===== src/rtl/multi_edge_counter.sv =====
// rtl/multi_edge_counter.sv - multi-channel synchronised edge counter with saturation and atomic snapshot
`timescale 1ns/1ps
module multi_edge_counter #(
  parameter int N_CH         = 4,
  parameter int CNT_W        = 16,
  parameter int SYNC_STAGES  = 2,
  parameter bit CLR_ON_DIS   = 1'b1,
  parameter bit CLR_ON_LATCH = 1'b0
) (
  input  logic                  clk,
  input  logic                  rst_n,
  input  logic                  en,
  input  logic                  clr,
  input  logic [2*N_CH-1:0]     mode,
  input  logic [N_CH-1:0]       in,
  input  logic                  latch,
  output logic [N_CH*CNT_W-1:0] cnt_live,
  output logic [N_CH*CNT_W-1:0] cnt_snap,
  output logic [N_CH-1:0]       ovf,
  output logic [N_CH-1:0]       ovf_snap,
  output logic                  snap_valid
);

  localparam int                ARM_W    = $clog2(SYNC_STAGES + 2);
  localparam logic [ARM_W-1:0]  ARM_DONE = ARM_W'(SYNC_STAGES + 1);
  localparam logic [CNT_W-1:0]  CNT_MAX  = '1;

  logic [SYNC_STAGES-1:0] sync_q [N_CH];
  logic [N_CH-1:0]        sync_out;
  logic [N_CH-1:0]        prev_q;
  logic [N_CH-1:0]        rise_vec;
  logic [N_CH-1:0]        fall_vec;
  logic [N_CH-1:0]        edge_det;
  logic [ARM_W-1:0]       arm_cnt;
  logic                   armed;

  assign armed    = (arm_cnt == ARM_DONE);
  assign rise_vec = sync_out & ~prev_q;
  assign fall_vec = ~sync_out & prev_q;

  always_ff @(posedge clk or negedge rst_n) begin
    if (!rst_n) begin
      for (int i = 0; i < N_CH; i++) sync_q[i] <= '0;
      prev_q  <= '0;
      arm_cnt <= '0;
    end else begin
      for (int i = 0; i < N_CH; i++) sync_q[i] <= {sync_q[i][SYNC_STAGES-2:0], in[i]};
      prev_q <= sync_out;
      // Arm counter keeps the first samples after reset from being seen as edges
      if (!armed) arm_cnt <= arm_cnt + 1'b1;
    end
  end

  always_comb begin
    sync_out = '0;
    for (int i = 0; i < N_CH; i++) sync_out[i] = sync_q[i][SYNC_STAGES-1];
  end

  always_comb begin
    edge_det = '0;
    for (int i = 0; i < N_CH; i++) begin
      case (mode[2*i +: 2])
        2'b00:   edge_det[i] = rise_vec[i];
        2'b01:   edge_det[i] = fall_vec[i];
        2'b10:   edge_det[i] = rise_vec[i] | fall_vec[i];
        default: edge_det[i] = 1'b0;
      endcase
    end
    if (!armed) edge_det = '0;
  end

  always_ff @(posedge clk or negedge rst_n) begin
    if (!rst_n) begin
      cnt_live   <= '0;
      ovf        <= '0;
      cnt_snap   <= '0;
      ovf_snap   <= '0;
      snap_valid <= 1'b0;
    end else begin
      snap_valid <= latch;
      // Snapshot sees the pre-update live values of every channel in the same cycle
      if (latch) begin
        cnt_snap <= cnt_live;
        ovf_snap <= ovf;
      end
      for (int i = 0; i < N_CH; i++) begin
        if (clr) begin
          cnt_live[i*CNT_W +: CNT_W] <= '0;
          ovf[i]                     <= 1'b0;
        end else if (!en) begin
          if (CLR_ON_DIS) begin
            cnt_live[i*CNT_W +: CNT_W] <= '0;
            ovf[i]                     <= 1'b0;
          end
        end else if (CLR_ON_LATCH && latch) begin
          cnt_live[i*CNT_W +: CNT_W] <= CNT_W'(edge_det[i]);
          ovf[i]                     <= 1'b0;
        end else if (edge_det[i]) begin
          if (cnt_live[i*CNT_W +: CNT_W] != CNT_MAX)
            cnt_live[i*CNT_W +: CNT_W] <= cnt_live[i*CNT_W +: CNT_W] + CNT_W'(1);
          else
            ovf[i] <= 1'b1;
        end
      end
    end
  end

endmodule


===== config.mk =====
export PLATFORM = sky130hd
export DESIGN_NAME = multi_edge_counter
export DESIGN_NICKNAME = d
export VERILOG_FILES = /design/src/rtl/multi_edge_counter.sv
export SDC_FILE = /design/constraint.sdc
export NUM_CORES = 1
export LEC_CHECK = 0
export BUFFER_PORTS_ARGS = -buffer_cell sky130_fd_sc_hd__buf_2
export CAP_MARGIN = 20
export CORE_MARGIN = 2
export CORE_UTILIZATION = 45
export DETAILED_ROUTE_END_ITERATION = 6
export HOLD_SLACK_MARGIN = 0.06
export PLACE_DENSITY = 0.73
export SYNTH_ARGS = -nofsm -noshare
export SYNTH_HDL_FRONTEND = slang
export SYNTH_SLANG_ARGS = --single-unit

===== constraint.sdc =====
create_clock -name clk -period 4.2 [get_ports clk]
set_clock_uncertainty 0.2 [all_clocks]
set_input_delay 0.42 -clock clk [delete_from_list [all_inputs] [get_ports clk]]
set_output_delay 0.42 -clock clk [all_outputs]
set_load 0.01 [all_outputs]

**Word level (Yosys, flattened, before mapping)**

Index checks and enable logic that the tools add are counted.
Widths: inputs -> output; s select.

- Flip-flop bits (word level): 151
- Output and inout port bits: 137
- Logic and storage cells: 104

- Add/sub/neg operators: 5
- Equal/unequal tests: 25
- Mux-type cells: 37
- Bitwise gates (word level): 8
- Reduce and logical (&&, ||, !) cells: 12

Operators with widths:

| operator | number |
|---|---|
| $mux 16 | 16 |
| $add 16x1->16 const B | 4 |
| $ne 16x16->1 const B | 4 |
| $ne 3x1->1 const B | 8 |
| $mux 1 | 16 |
| $reduce_and 2->1 | 8 |
| $ne 3x3->1 const B | 4 |
| $pmux 1 s3 | 4 |
| $eq 2x2->1 const B | 5 |
| $and 4x4->4 | 2 |
| $eq 2x1->1 const B | 4 |
| $logic_not 2->1 | 4 |
| $not 4->4 | 2 |
| $mux 4 | 1 |
| $or 1x1->1 | 4 |
| $add 2x1->2 const B | 1 |

**Logic depth before layout (Yosys ltp)**

Gate-level depths: netlist of run 1.

- Depth after elaboration: 8
- Mapped depth: 9

**Least setup slack after synthesis of run 1**

Ideal clock, no wire load.

- Kind: register -> register
- From: register sync_q, in the netlist sync_out[3]
- To: register cnt_live[60]
- Setup time: 140 ps
- Data arrival time: 1951 ps
- Setup slack: 1909 ps
- Stages on the path, launching flop included: 9
- Path buffers: 1
- Cell sequence: dfrtp_1 inv_1 ha_1 inv_1 a211oi_1 or4_1 clkbuf_1 o311ai_0 o41ai_1

- Longest elaborated chain between the ends: 7

Ends and longest elaborated chain:

| item | RTL line | source |
|---|---|---|
| from (decl) | 28 | `logic [SYNC_STAGES-1:0] sync_q [N_CH];` |
| $not 4->4 | 39 | `assign fall_vec = ~sync_out & prev_q;` |
| $and 4x4->4 | 39 |  |
| $or 1x1->1 | 65 | `2'b10: edge_det[i] = rise_vec[i] \| fall_vec[i];` |
| $pmux 1 s3 * | 62 | `case (mode[2*i +: 2])` |
| $mux 4 * | 69 | `if (!armed) edge_det = '0;` |
| $ne 3x1->1 (no source line) * | -- |  |
| $reduce_and 2->1 (no source line) * | -- |  |
| to (signal, indexed assignment) | 96 | `cnt_live[i*CNT_W +: CNT_W] <= CNT_W'(edge_det[i]);` |
| to (signal, indexed assignment) | 100 | `cnt_live[i*CNT_W +: CNT_W] <= cnt_live[i*CNT_W +: CNT_W] + CNT_W'(1);` |
| to (decl) | 17 | `output logic [N_CH*CNT_W-1:0] cnt_live,` |

Mark *: on every way between the ends. The rest lies on a longest branch, timed or not.
A chain may end at the register's enable or synchronous reset.

**Final worst setup path of run 1**

- From: register arm_cnt[0]
- To: register cnt_live[60]

- Longest elaborated chain between the ends: 4

Ends and longest elaborated chain:

| item | RTL line | source |
|---|---|---|
| from (decl) | 34 | `logic [ARM_W-1:0] arm_cnt;` |
| from (signal assigned) | 50 | `if (!armed) arm_cnt <= arm_cnt + 1'b1;` |
| $eq 2x2->1 | 37 | `assign armed = (arm_cnt == ARM_DONE);` |
| $mux 4 | 69 |  |
| $ne 3x1->1 (no source line) | -- |  |
| $reduce_and 2->1 (no source line) | -- |  |

Every way passes these cells.

==> flow_results.org, run 1 <==
** Route
- DRT iter0 DRCs :: 311
- Wire per inst :: 15.8 um
- Dividing the detail-routed via count by the number of cells gives 5.69.
- Summing over every cut layer, the via total after detailed routing is 5,589.
- Drt first pass iters :: 4
- After detailed routing, the number of remaining DRC violations is 0.
- Once detail routing completed, the nets flagged for antenna violations numbered 0.
- For this block, the routed nets add up to 15,600 um of wire.

** Final layout
- Core occupancy in the finished layout :: 56.2%
- Fraction of layout cells with a size suffix above 1 :: 34.0%
- The layout has 1,308 filler cells.
- Area of all placed cells without fillers :: 0.00855 mm^2
- Final standard cell count with taps included and fillers excluded :: 983
- The multi-input combinational cells in the finished layout cover a total of 0.00302 mm^2.
- Across the whole layout, storage elements account for 0.00378 mm^2.
- At the end of the flow, the number of nets in the layout was 812.
- The area growth from synthesis to layout is 22.1%.
- Diode count :: 0

** Clock tree
- The H-tree was split into 4 levels.
- After clock tree synthesis, the clock-pin slew on the worst setup and hold paths is 60 ps.
- The cell sitting at the root of the clock tree is a sky130_fd_sc_hd__clkbuf_16.
- Counting the buffers created by CTS gives 17.
- CTS resizes :: 0
- Bufs on Longest Clock Path :: 2
- Number of clock sinks :: 151
- Worst-skew pair later-pin latency :: 430 ps
- CTS tree :: done

** STA
- Setup repair after global routing left no endpoint under its margin.
- Worst slew slack as a fraction of its limit :: 23.5%
- On the final layout, the worst hold slack is 149 ps.
- Fin. max-slew vios :: 0
- Final cycle utilization of the critical path :: 64.0%
- At the pin with the least slew margin, the transition time is 1140 ps.
- Timing would allow up to 0.372 GHz.
- Sum of negative setup slack :: 0 ps
- Counting I/O delays and the setup requirement, the final critical path takes 2690 ps.
- Setup slack closes at 1510 ps.
- The number of hold violations in the final report came to 0.
- Setup violations remaining at the end of the flow were counted as 0.

** Critical path
- Critical path arrival :: 2760 ps
- Required time worst endpoint :: 4270 ps
- Maximum fanout along the worst path :: 8
- Sort of element at the end of the critical path :: flop
- The worst setup path is launched from a flop.
- The worst setup path is of the reg2reg kind.

** Yosys
- Cell types occupying the most area after synthesis :: sky130_fd_sc_hd__dfrtp_1, sky130_fd_sc_hd__mux2_2, sky130_fd_sc_hd__a21oi_1
- Async set-or-reset flop fraction in the synthesized netlist :: 100%
- Register bit total from synthesis :: 151
- After synthesis, the most frequently instantiated cells are sky130_fd_sc_hd__dfrtp_1, sky130_fd_sc_hd__mux2_2, sky130_fd_sc_hd__a21oi_1, sky130_fd_sc_hd__nor2_1, sky130_fd_sc_hd__nand2_1.
- Most used flip-flop cell after synthesis :: sky130_fd_sc_hd__dfrtp_1
- Synthesized Nets :: 661
- The largest total area in the synthesized netlist belongs to sky130_fd_sc_hd__dfrtp_1.
- Mapped Cells :: 631
- Most common cell in the synthesized netlist :: sky130_fd_sc_hd__dfrtp_1
- A synthesized cell averages 11.1 um^2.
- The cell area that synthesis handed to floorplanning was 0.00700 mm^2.
- Share of the synthesized area in the top cell type :: 54.0%
- The Yosys step of the flow raised 0 warnings.
- After synthesis, the netlist uses 50 different library cells.
- Sequential elements use 54.0% of the synthesized area.
- EDFF count, synth :: 0

** Pwr
- Peak ir drop on the vdd network :: 0.277 mV
- Total power per unit cell area :: 360 mW/mm^2
- Design Power :: 3.08 mW
- Lkg Pwr :: 4.19 nW

** Global routing
- Global Route Usage Sum :: 19.7%
- The number of global-route vias before repair was 5,154.
- Number of antenna violations at the first check in global routing :: 0
- Largest net degree at the start of global routing :: 96
- For this run the aggregate overflow at the end of global routing stands at 0.
- First-pass GRT wire length :: 25,900 um

** Die
- Initial cell density of the core :: 46.0%
- The core region is 0.0152 mm^2.
- Die area :: 0.0166 mm^2
- Row count :: 45
- Width of the chip :: 129 um
- In this run the count of I/O pins placed on the die edge is 154.
- Die Y-Extent :: 129 um

** Place
- The count of buffers added on input and output ports is 153.
- Summed over all nets, the half-perimeter wirelength after detailed placement is 10,400 um.
- Setup WS pre-CTS :: 1530 ps
- Total instance count after detailed placement :: 946
- Routability Congestion :: 0.854
- Post-detailed-placement cell area :: 0.00793 mm^2

** Worst hold path
- Worst min path class :: reg2reg

** Run
- Number of maximum-capacitance constraint violations :: 0

** Run status
- The flow ran to the end, and the final reports show no timing, DRC or antenna violations.
==> flip-flops by register name, indices dropped and copies added, names as in the netlist <==
name        cells
sync_q          4
arm_cnt         2
ovf             4
cnt_snap       64
sync_out        4
prev_q          4
snap_valid      1
ovf_snap        4
cnt_live       64
==> kinds of logic after synthesis <==
logic type / count (synthesis) / synth area share, %
AND/OR/NAND/NOR: 222 / 17.8
AO/OA/AOI/OAI: 107 / 9.74
buffers and inverters: 52 / 2.84
flip-flops: 151 / 54.0
adder cells (fa/ha/maj): 13 / 2.32
XOR/XNOR: 12 / 1.50
multiplexers: 74 / 11.8
==> final cells by class <==
| class | instances | area share [%] |
|---|---|---|
| sequential | 151 | 44.2 |
| multi-input combinational | 428 | 35.4 |
| timing repair buffer | 161 | 10.1 |
| clock buffer | 19 | 5.06 |
| tap | 188 | 2.75 |
| clock inverter | 13 | 1.55 |
| inverter | 23 | 1.01 |
==> where the power goes <==
part	switching (mW)	internal, mW	leakage (nW)
clock	0.589	0.868	0.268
sequential	0.00960	1.47	2.07
combinational	0.0973	0.0470	1.85
total	0.696	2.38	4.19
==> layout by cell type, fill, tap and decap left out, types with 4 or more instances in the layout <==
cell type / count
sky130_fd_sc_hd__or2_2: 4
sky130_fd_sc_hd__mux2_2: 69
sky130_fd_sc_hd__nor3_1: 13
sky130_fd_sc_hd__xnor2_1: 11
sky130_fd_sc_hd__o311ai_0: 4
sky130_fd_sc_hd__o21ai_0: 17
sky130_fd_sc_hd__o31ai_1: 16
sky130_fd_sc_hd__clkinv_2: 5
sky130_fd_sc_hd__nor2_1: 38
sky130_fd_sc_hd__nand3_1: 28
sky130_fd_sc_hd__inv_1: 23
sky130_fd_sc_hd__a211oi_1: 4
sky130_fd_sc_hd__or4_1: 15
sky130_fd_sc_hd__and4_1: 7
sky130_fd_sc_hd__and3_1: 8
sky130_fd_sc_hd__clkinvlp_4: 4
sky130_fd_sc_hd__buf_2: 151
sky130_fd_sc_hd__clkbuf_16: 17
sky130_fd_sc_hd__nand4_1: 17
sky130_fd_sc_hd__a21oi_1: 38
sky130_fd_sc_hd__o21a_1: 5
sky130_fd_sc_hd__nor4_1: 10
sky130_fd_sc_hd__ha_1: 13
sky130_fd_sc_hd__dlygate4sd3_1: 5
sky130_fd_sc_hd__nand2_1: 34
sky130_fd_sc_hd__dfrtp_1: 151
sky130_fd_sc_hd__or3_1: 15
sky130_fd_sc_hd__o41ai_1: 4
sky130_fd_sc_hd__nor2b_1: 12
sky130_fd_sc_hd__mux2i_1: 5
==> timing repair <==
| item | CTS | global route |
|---|---|---|
| hold endpoints to repair | 98 | 0 |
| buffers inserted | 0 | 0 |
| hold buffers | 5 | 0 |
| endpoints found under the setup margin | 0 | 0 |
==> worst max-delay path: stages, from the launching register on <==
cell,delay (ps)
sky130_fd_sc_hd__dfrtp_1,370
sky130_fd_sc_hd__ha_1,480
sky130_fd_sc_hd__o21ai_1,290
sky130_fd_sc_hd__or4_1,710
sky130_fd_sc_hd__o311ai_0,350
sky130_fd_sc_hd__o41ai_1,130
==> routing by layer <==
metal  part of all wire, %  track usage [%]  wire length [um]  vias to the layer above
met5                     0                0                 0                        -
li1                      -                -                 -                     2633
met2                    47             31.3              7360                      150
met3                   5.0             5.20               774                       18
met1                    46             26.4              7220                     2788
met4                   1.3             6.20               210                        0
==> path summary, 6_finish.rpt <==
check                           slack (ps)  depth (start not counted)                        to                   start
worst max-delay path                  1510                          5  cnt_live[60]$_DFFE_PN0P_  arm_cnt[0]$_DFFE_PN0N_
worst min-delay path                   150                          0     sync_out[0]$_DFF_PN0_     sync_q[6]$_DFF_PN0_
worst max register to register        1510                          5  cnt_live[60]$_DFFE_PN0P_  arm_cnt[0]$_DFFE_PN0N_
worst min register to register         150                          0     sync_out[0]$_DFF_PN0_     sync_q[6]$_DFF_PN0_
max in group asynchronous             2560                          3       prev_q[2]$_DFF_PN0_                   rst_n
min in group asynchronous              440                          2   cnt_snap[7]$_DFFE_PN0P_                   rst_n
(Power assumes the default switching activity.)
==> run 2, diff against run 1 <==
ABC_AREA = 1   (was unset)
PLACE_DENSITY = 0.72   (was 0.73)
clock period = 2.61 ns   (was 4.2 ns; I/O delays follow)
==> flow_results.org, run 2 <==
** Final layout
- # nets final :: 1,151
- The top cell types in the final layout, fill and taps aside, are sky130_fd_sc_hd__nand2_1, sky130_fd_sc_hd__dfrtp_1, sky130_fd_sc_hd__buf_2.
- Largest regs :: cnt_live (64), cnt_snap (64)
- Diode count :: 0
- Leaving out fill and tap cells, the most frequent cell in the layout is sky130_fd_sc_hd__nand2_1.
- Synthesis-to-finish area growth :: 22.4%
- The finished cells cover 0.00932 mm^2.
- Fraction of layout cells with a size suffix above 1 :: 21.3%
- Final standard cell count with taps included and fillers excluded :: 1,354

** Pwr
- Internal power :: 4.22 mW
- The analysis attributes to cell leakage a power of 4.55 nW.
- For this design the total switching power over the nets is 1.33 mW.
- Peak ir drop on the vdd network :: 0.483 mV
- Clock power frac :: 47.3%
- Of the total power, the share spent switching nets is 24.0%.
- Of the total power, registers draw 44.6%.
- Fraction of power consumed by combinational cells :: 8.1%
- In this run the power density over the cells is 596 mW/mm^2.

** Yosys
- Share of the synthesized area in the top cell type :: 49.6%
- By count the netlist is led by sky130_fd_sc_hd__nand2_1, sky130_fd_sc_hd__dfrtp_1, sky130_fd_sc_hd__nor2_1.
- Ys Warns :: 0
- Post-synth cell types :: 34
- Complex-gate fraction of the synthesized area :: 9.42%
- Fraction of the yosys area taken by sequential cells :: 49.6%
- The biggest area contributor in the post-synthesis netlist is sky130_fd_sc_hd__dfrtp_1.
- Xor and xnor fraction of the mapped netlist area :: 0.460%
- For this run, asynchronously set or reset flops after synthesis account for 100%.
- Register bit total from synthesis :: 151
- Area share of and/or/nand/nor cells after synthesis :: 30.0%
- Synthesized Nets :: 991
- Average cell area after synthesis :: 7.92 um^2
- Multiplexer share of the synthesized area :: 1.33%
- Among all cell types in the netlist, the one instantiated most often is sky130_fd_sc_hd__nand2_1.
- Most used flip-flop cell after synthesis :: sky130_fd_sc_hd__dfrtp_1
- The cell area that synthesis handed to floorplanning was 0.00761 mm^2.
- Mapped Cells :: 961
- After Yosys synthesis, full adders, half adders and majority gates account for 2.14% of the synthesized area.
- Dominant combinational cell family by area after synthesis :: simple AND/OR/NAND/NOR gates
- Yosys mapped a number of flops with a built-in enable equal to 0.
- Sorting the synthesized cells by area gives the leading types as sky130_fd_sc_hd__dfrtp_1, sky130_fd_sc_hd__nand2_1, sky130_fd_sc_hd__nor2_1.

** STA
- Min Clock Period, post-route :: 2190 ps
- Setup repair after global routing missed its margin :: false
- Slew at the pin with the worst max-slew slack :: 641 ps
- Setup-violating endpoint count in the final report :: 0
- Sum of negative setup slack :: 0 ps
- Final cycle utilization of the critical path :: 83.9%
- Worst hold slack :: 115 ps
- In the post-route analysis, the smallest setup slack over all paths is 421 ps.
- Fmax :: 0.457 GHz
- Fin. max-slew vios :: 0
- Endpoints failing hold :: 0
- Worst slew slack as a fraction of its limit :: 57.3%

** Critical path
- Along the worst path, the maximum fanout reaches 10.
- The most critical setup path has its startpoint at sync_out[3]$_DFF_PN0_.
- Data on the critical path is required at its endpoint by 2720 ps.
- The startpoint identified for the worst register-to-register timing path is sync_out[3]$_DFF_PN0_.
- Critical path arrival :: 2300 ps
- The worst setup path is launched from a flop.
- Sort of element at the end of the critical path :: flop
- Worst setup path class :: reg2reg

** Clock tree
- After clock tree synthesis, the flow added hold-fix buffers numbering 6.
- The H-tree generated during clock tree synthesis spans 4 levels.
- The clock reaches the later pin of the worst-skew pair after 440 ps.
- Number of clock sinks :: 151
- Total setup buffers inserted after CTS :: 0
- TritonCTS built the clock tree.
- Clock transition time at the flip-flop clock pins of the worst setup and hold paths :: 60 ps
- Bufs on Longest Clock Path :: 2
- Number of buffers created by CTS :: 17
- Root Buffer :: sky130_fd_sc_hd__clkbuf_16
- CTS resizes :: 0

** Route
- Uppermost metal layer occupied by signal nets :: met4
- After detailed routing, the wire length on met1 is 8950 um.
- DRC Markers :: 0
- The detailed router placed 7,000 vias in this run.
- Drt first pass iters :: 5
- Total Wirelength :: 20,000 um
- Wire per inst :: 14.8 um
- Detailed routing placed a total of 9370 um of wire on met2.
- Met3 Wirelength :: 1240 um
- DRT iter0 DRCs :: 631
- Via density per instance :: 5.17
- Remaining antenna violation count after routing :: 0

** Place
- The number of placed instances, taps included, is 1,316.
- After detailed placement, the total cell area comes to 0.00863 mm^2.
- Setup WS pre-CTS :: 411 ps
- Detailed placement finished with a half-perimeter wire length of 14,200 um.
- Port buffering added 153 buffers.
- Routability-driven placement finished with a final weighted congestion of 0.884.

** Global routing
- Global Route Usage Sum :: 22.9%
- Global route overflow :: 0
- The number of global-route vias before repair was 6,545.
- Largest net degree at the start of global routing :: 54
- The number of antenna violations at the first check in global routing came to 0.
- First-pass GRT wire length :: 32,900 um

** Run
- Across the run, the number of max-cap violations was 0.

** Worst hold path
- Worst min path class :: in2reg
- The startpoint identified for the worst hold timing path is clr.

** Die
- Core Region :: 0.0166 mm^2
- 154 I/O pins were placed.
- Width of the chip :: 134 um
- For this configuration, the core starts out at a cell density of 45.9%.
- Die Y-Extent :: 134 um
- The die covers 0.0180 mm^2.
- After floorplanning, the core was divided into 47 placement rows.

** Run status
- Outcome :: completed
-- run 2: changes by cell type in the layout (fill, tap and decap cells not counted), moves of 9 or more --
cell / delta
sky130_fd_sc_hd__o21ai_0: +28
sky130_fd_sc_hd__inv_1: +77
sky130_fd_sc_hd__or3_1: -15
sky130_fd_sc_hd__o31ai_1: -16
sky130_fd_sc_hd__xnor2_1: -10
sky130_fd_sc_hd__nor2_1: +111
sky130_fd_sc_hd__or4_1: -15
sky130_fd_sc_hd__nand3_1: +36
sky130_fd_sc_hd__mux2_2: -60
sky130_fd_sc_hd__a21oi_1: +32
sky130_fd_sc_hd__nor4_1: -9
sky130_fd_sc_hd__nor2b_1: -12
sky130_fd_sc_hd__nand4_1: +32
sky130_fd_sc_hd__nand2_1: +192
-- run 2: final cells by class --
cell class / count / area (um^2)
Clock inverter: 12 / 175
Multi-Input combinational cell: 677 / 3300
Timing Repair Buffer: 171 / 950
Sequential cell: 151 / 3780
Tap cell: 220 / 275
Clock buffer: 20 / 457
Fill cell: 1571 / 7260
Inverter: 103 / 387
-- run 2: logic make-up after synthesis --
family | count (synthesis)
AND/OR/NAND/NOR | 519
flip-flops | 151
buffers and inverters | 133
AO/OA/AOI/OAI | 132
adder cells (fa/ha/maj) | 13
multiplexers | 9
XOR/XNOR | 4
-- run 2: per-stage QoR --
step / util (%) / total power, mW
after floorplan: - / 2.75
after global placement: 52.0 / 2.96
after detailed placement: 52.0 / 2.97
after CTS: 56.2 / 5.61
after global routing: 56.2 / 5.77
final: 56.2 / 5.55
-- run 2: path summary, 6_finish.rpt --
kind	endpoint	slack, ps	cells after the start
worst max-delay path	cnt_live[52]$_DFFE_PN0P_	420	8
worst min-delay path	cnt_live[58]$_DFFE_PN0P_	120	4
worst max register to register	cnt_live[52]$_DFFE_PN0P_	420	8
worst min register to register	sync_out[2]$_DFF_PN0_	150	0
max in group asynchronous	cnt_snap[50]$_DFFE_PN0P_	1370	3
min in group asynchronous	sync_out[0]$_DFF_PN0_	140	2
-- run 2: power by group through the flow --
stage          registers, mW  logic, mW  clock network, mW
2_1_floorplan           2.55      0.203                  0
3_3_place_gp            2.51      0.442                  0
3_5_place_dp            2.52      0.452                  0
4_1_cts                 2.48      0.460               2.67
5_1_grt                 2.49      0.506               2.78
6_report                2.48      0.450               2.63
-- run 2: metal layers --
metal  global-route usage, %  vias up
met1                    31.6     3249
met2                    36.0      258
met5                       0        -
li1                        -     3456
met4                    8.48        0
met3                    4.80       37
-- run 2: critical path: stages (launching register included) --
cell and delay (ps):
sky130_fd_sc_hd__dfrtp_1 370, sky130_fd_sc_hd__inv_1 50, sky130_fd_sc_hd__ha_1 290, sky130_fd_sc_hd__nand2_1 70, sky130_fd_sc_hd__nand3_1 90, sky130_fd_sc_hd__a21oi_2 490
sky130_fd_sc_hd__nand2_1 220, sky130_fd_sc_hd__nand2_2 180, sky130_fd_sc_hd__o21ai_0 100
